<file path="src/rtl/gf180mcu_fd_sc_mcu9t5v0__xor2_sched.sv">
// Two-requester scheduler time-sharing one bit-serial XOR2 to compute word parity.
// Define GF180MCU_FD_SC_MCU9T5V0__XOR2_SCHED_FIXPRI_EN for fixed priority (REQ1 wins); default is round-robin.
module gf180mcu_fd_sc_mcu9t5v0__xor2_sched #(
   parameter int WIDTH = 8
) (
   input  logic             CLK,
   input  logic             RN,
   input  logic             REQ1,
   input  logic [WIDTH-1:0] D1,
   input  logic             REQ2,
   input  logic [WIDTH-1:0] D2,
   output logic             ACK1,
   output logic             ACK2,
   output logic             BUSY,
   output logic             Z,
   output logic             ZV,
   output logic             ZID
);
   localparam int CW = (WIDTH > 1) ? $clog2(WIDTH) : 1;

   typedef enum logic [1:0] {
      S_IDLE  = 2'd0,
      S_SHIFT = 2'd1,
      S_DONE  = 2'd2
   } state_t;

   state_t           r_state;
   state_t           w_state_nxt;
   logic [WIDTH-1:0] r_sr;
   logic             r_acc;
   logic [CW-1:0]    r_cnt;
   logic             r_last;
   logic             r_ack1;
   logic             r_ack2;
   logic             r_z;
   logic             r_zv;
   logic             r_zid;
   logic             w_grant;
   logic             w_winner;
   logic             w_cnt_zero;

   assign w_cnt_zero = (r_cnt == '0);

   // NOTE: all sequential state uses non-blocking assignments; RN only acts on a clock edge.
   always_ff @(posedge CLK) begin
      if (!RN) r_state <= S_IDLE;
      else     r_state <= w_state_nxt;
   end

   always_comb begin
      w_state_nxt = r_state;
      case (r_state)
         S_IDLE:  if (w_grant) w_state_nxt = S_SHIFT;
         S_SHIFT: if (w_cnt_zero) w_state_nxt = S_DONE;
         S_DONE:  w_state_nxt = S_IDLE;
         default: w_state_nxt = S_IDLE;
      endcase
   end

   always_comb begin
      // NOTE: defaults first so this block cannot infer a latch.
      w_grant  = 1'b0;
      w_winner = 1'b0;
      BUSY     = (r_state != S_IDLE);
      if (r_state == S_IDLE && (REQ1 || REQ2)) begin
         w_grant = 1'b1;
         if (REQ1 && REQ2) begin
`ifdef GF180MCU_FD_SC_MCU9T5V0__XOR2_SCHED_FIXPRI_EN
            w_winner = r_last & 1'b0;  // LAST kept current but ignored
`else
            w_winner = ~r_last;
`endif
         end else begin
            w_winner = REQ2;
         end
      end
   end

   always_ff @(posedge CLK) begin
      if (!RN) begin
         r_sr   <= '0;
         r_acc  <= 1'b0;
         r_cnt  <= '0;
         r_last <= 1'b1;
         r_ack1 <= 1'b0;
         r_ack2 <= 1'b0;
         r_z    <= 1'b0;
         r_zv   <= 1'b0;
         r_zid  <= 1'b0;
      end else begin
         r_ack1 <= 1'b0;
         r_ack2 <= 1'b0;
         r_zv   <= 1'b0;
         if (w_grant) begin
            r_sr   <= w_winner ? D2 : D1;
            r_acc  <= 1'b0;
            r_cnt  <= CW'(WIDTH - 1);
            r_ack1 <= ~w_winner;
            r_ack2 <= w_winner;
            r_zid  <= w_winner;
            r_last <= w_winner;
         end else if (r_state == S_SHIFT) begin
            r_acc <= r_acc ^ r_sr[0];
            r_sr  <= r_sr >> 1;
            r_cnt <= r_cnt - 1'b1;
            if (w_cnt_zero) begin
               r_z  <= r_acc ^ r_sr[0];
               r_zv <= 1'b1;
            end
         end
      end
   end

   assign ACK1 = r_ack1;
   assign ACK2 = r_ack2;
   assign Z    = r_z;
   assign ZV   = r_zv;
   assign ZID  = r_zid;

endmodule

</file>
<file path="config.mk">
export PLATFORM = sky130hd
export DESIGN_NAME = gf180mcu_fd_sc_mcu9t5v0__xor2_sched
export DESIGN_NICKNAME = d
export VERILOG_FILES = /design/src/rtl/gf180mcu_fd_sc_mcu9t5v0__xor2_sched.sv
export SDC_FILE = /design/constraint.sdc
export NUM_CORES = 1
export LEC_CHECK = 0
export ABC_AREA = 1
export CAP_MARGIN = 15
export CORE_MARGIN = 4
export CORE_UTILIZATION = 43
export DETAILED_ROUTE_END_ITERATION = 16
export GPL_TIMING_DRIVEN = 0
export PLACE_DENSITY = 0.75
export SYNTH_ARGS = -nofsm -noshare
export SYNTH_HDL_FRONTEND = slang
export SYNTH_SLANG_ARGS = --single-unit
</file>
<file path="constraint.sdc">
create_clock -name CLK -period 1 [get_ports CLK]
set_input_delay 0.15 -clock CLK [delete_from_list [all_inputs] [get_ports CLK]]
set_output_delay 0.15 -clock CLK [all_outputs]
set_load 0.1 [all_outputs]
</file>
==> run metrics <==
final slew viol count 0; most frequent cells in the layout nand2_1, inv_1, clkdlybuf4s50_1, nand3_1, dfxtp_1; Largest stage delay, worst path 0.41 ns; Crit. End Element output port; CTS tree yes; Worst setup SP type register; total vias in the final route 1093; Psw approximately 1.4 mW; grt met1 use a little under a fifth; total wire length 2660 um; Netlist cell types 21; CP top delay family flip-flops; FF+latch count, synth 20; TritonCTS buffer count 3; worst setup margin -0.148 ns; relative slew slack between 70% and 80%; die area roughly 0.0033 mm^2; Starting Density between 40% and 50%; PnR Total Power 3.57 mW; arrival time worst endpoint 1.00 ns; final hold violation count 0; Final Skew approximately 0.0062 ns; yosys warns 0; Worst Hold Class in -> reg; fraction of layout cells with a size suffix above 1 between 20% and 30%; GRT Util Overall around 17%; H-tree levels 1; die height about 58 um; drt wl/cell 11.9 um; most used routing layer met2; r2r setup slk -0.10 ns; root buffer cell clkbuf_4; Via density just under 5; ANT nets after route 0; post-route setup TNS -0.892 ns; IO Port Bufs 25; combinational share of power between 40% and 50%; RSZ-0062 raised after global routing yes; vias in the first global route 1018; leak pwr 0.821 nW; Worst Path Max Fanout 3; Cell Rows 17; status finished, violations left; register area share after synthesis a little under two fifths; Sw Ratio around 40%; largest net degree at the start of global routing 13; Peak Freq 871 MHz; Syn Nets about 180; failing checks setup timing; pwr/cell area about 2200 mW/mm^2; Crit Path Class reg -> out; Seq pwr share about a third; most common cell after layout, fill and taps aside nand2_1; hpwl dp 1770 um; initial antenna violation count 0; worst slew pin tran approximately 0.30 ns; M3 GR Usage 2.71%; DIE WIDTH between 50 and 60 um; CP cell instances inv_4 > nand2_8 > buf_12; Sink Count 20; I/O pins 26; final-stage net count approximately 220; global route overflow 0; Pint 2.13 mW; core area between 0.002 and 0.0025 mm^2; Min Hold Slack 0.433 ns; WP buf/inv 2; drt drc 0; initial drt markers 21; global-route wire length before repair around 4300 um; Max Cap Viol 0; Worst-path clk slew 0.13 ns; Data required, critical path roughly 0.85 ns; # diodes 0; area delta synth->final 55.4%; worst-skew pair later-pin latency roughly 0.31 ns; clk buf depth 2; Crit-path slowest cell dfxtp_4; clock share of power a little under a fifth; Post-Syn Instances between 150 and 200; final critical-path share of the clock period 115%; # setup viols final 16; Max VDD drop 1.52 mV; met2 usage a little over 30%; Placer Congestion a little under 0.8; Mapped Area 0.00106 mm^2; Syn Area/Cell 6.56 um^2; placed cell count around 210; Min Clock Period, post-route around 1.1 ns; Finished Layout Cells roughly 220; fill cell count ~190; DRT Pass-1 Iters 4; final core occ 72.1%; Post-CTS Hold Buffers 0
-- through the flow --
step | area (um^2) | setup WS (ns)
finish | 1640 | -0.148
global route | 1640 | -0.194
CTS | 1530 | -0.154
detailed placement | 1370 | -0.744
global placement | 1370 | -0.751
floorplan | 1090 | -0.0730
-- kinds of logic (layout without fill, tap and decap cells) --
logic type,count (synthesis),after routing,share of synthesized area [%]
adder cells (fa/ha/maj),2,2,2.37
AO/OA/AOI/OAI,25,25,13.4
flip-flops,20,20,37.9
AND/OR/NAND/NOR,69,69,28.1
buffers and inverters,44,79,17.4
XOR/XNOR,1,1,0.830
-- synth_stat cells --
library cell / count / area, um^2
inv_1: 37 / 139
buf_2: 3 / 15.0
and2_1: 1 / 6.26
dfxtp_1: 20 / 400
xor2_1: 1 / 8.76
o21ai_0: 12 / 60.1
o21ai_2: 1 / 8.76
nor2_4: 1 / 11.3
clkinv_1: 2 / 7.51
a21oi_1: 8 / 40.0
nand3b_1: 1 / 7.51
o31ai_1: 1 / 7.51
nand2_2: 2 / 12.5
nor2_1: 10 / 37.5
nor2_2: 1 / 6.26
a21oi_2: 2 / 17.5
o211ai_1: 1 / 7.51
buf_6: 2 / 22.5
nand2_1: 40 / 150
nand3_1: 13 / 65.1
ha_1: 2 / 25.0
-- metal layers --
| metal | part of all wire, % | wire, um |
|---|---|---|
| met3 | 5.5 | 145 |
| met1 | 41 | 1080 |
| met2 | 53 | 1400 |
| met4 | 1.1 | 30 |
| met5 | 0 | 0 |
-- worst reg2reg max path: cells and delay by family, from the launching register on --
kind                     cells  cell delay [ns]
flip-flops                   1             0.35
adder cells (fa/ha/maj)      1             0.15
buffers and inverters        2             0.11
AO/OA/AOI/OAI                1             0.11
AND/OR/NAND/NOR              3             0.28
-- power groups by stage --
stage               combinational [mW]  sequential, mW  clock (mW)
detailed placement                1.33            1.10           0
finish                            1.77            1.13       0.676
CTS                               1.51            1.11       0.674
global placement                  1.30            1.09           0
global route                      1.95            1.15       0.713
floorplan                        0.837            1.26           0
-- final timing paths --
path                            from                  end  cells past startpoint
max          r_state[0]$_SDFFE_PN0P_                 BUSY                      3
min                             REQ1     ZID$_SDFFE_PN0P_                      5
max reg2reg    r_cnt[0]$_SDFFE_PN0P_       Z$_SDFFE_PN0P_                      7
min reg2reg      r_last$_SDFFE_PN1P_  r_last$_SDFFE_PN1P_                      2
-- final cells by class --
cell class	instances	area (um^2)	share of cell area, %
tap	28	35.0	2.13
buffer	5	52.6	3.20
clock inverter	1	30.0	1.83
inverter	39	159	9.68
timing repair buffer	31	364	22.2
multi-input combinational	97	564	34.4
sequential	20	414	25.2
clock buffer	3	22.5	1.37
-- flip-flops by register name, indices dropped and copies added, names as in the netlist --
name	flops
Z	1
r_state	2
ACK2	1
r_sr	8
r_cnt	3
ACK1	1
r_acc	1
r_last	1
ZV	1
ZID	1
-- timing repair --
action | in CTS | in global routing
setup buffers | 4 | 2
resized for setup | 63 | 30
setup endpoints to repair | 25 | 26
pin swaps | 2 | 4
No activity file was read; power rests on OpenSTA's default activity.
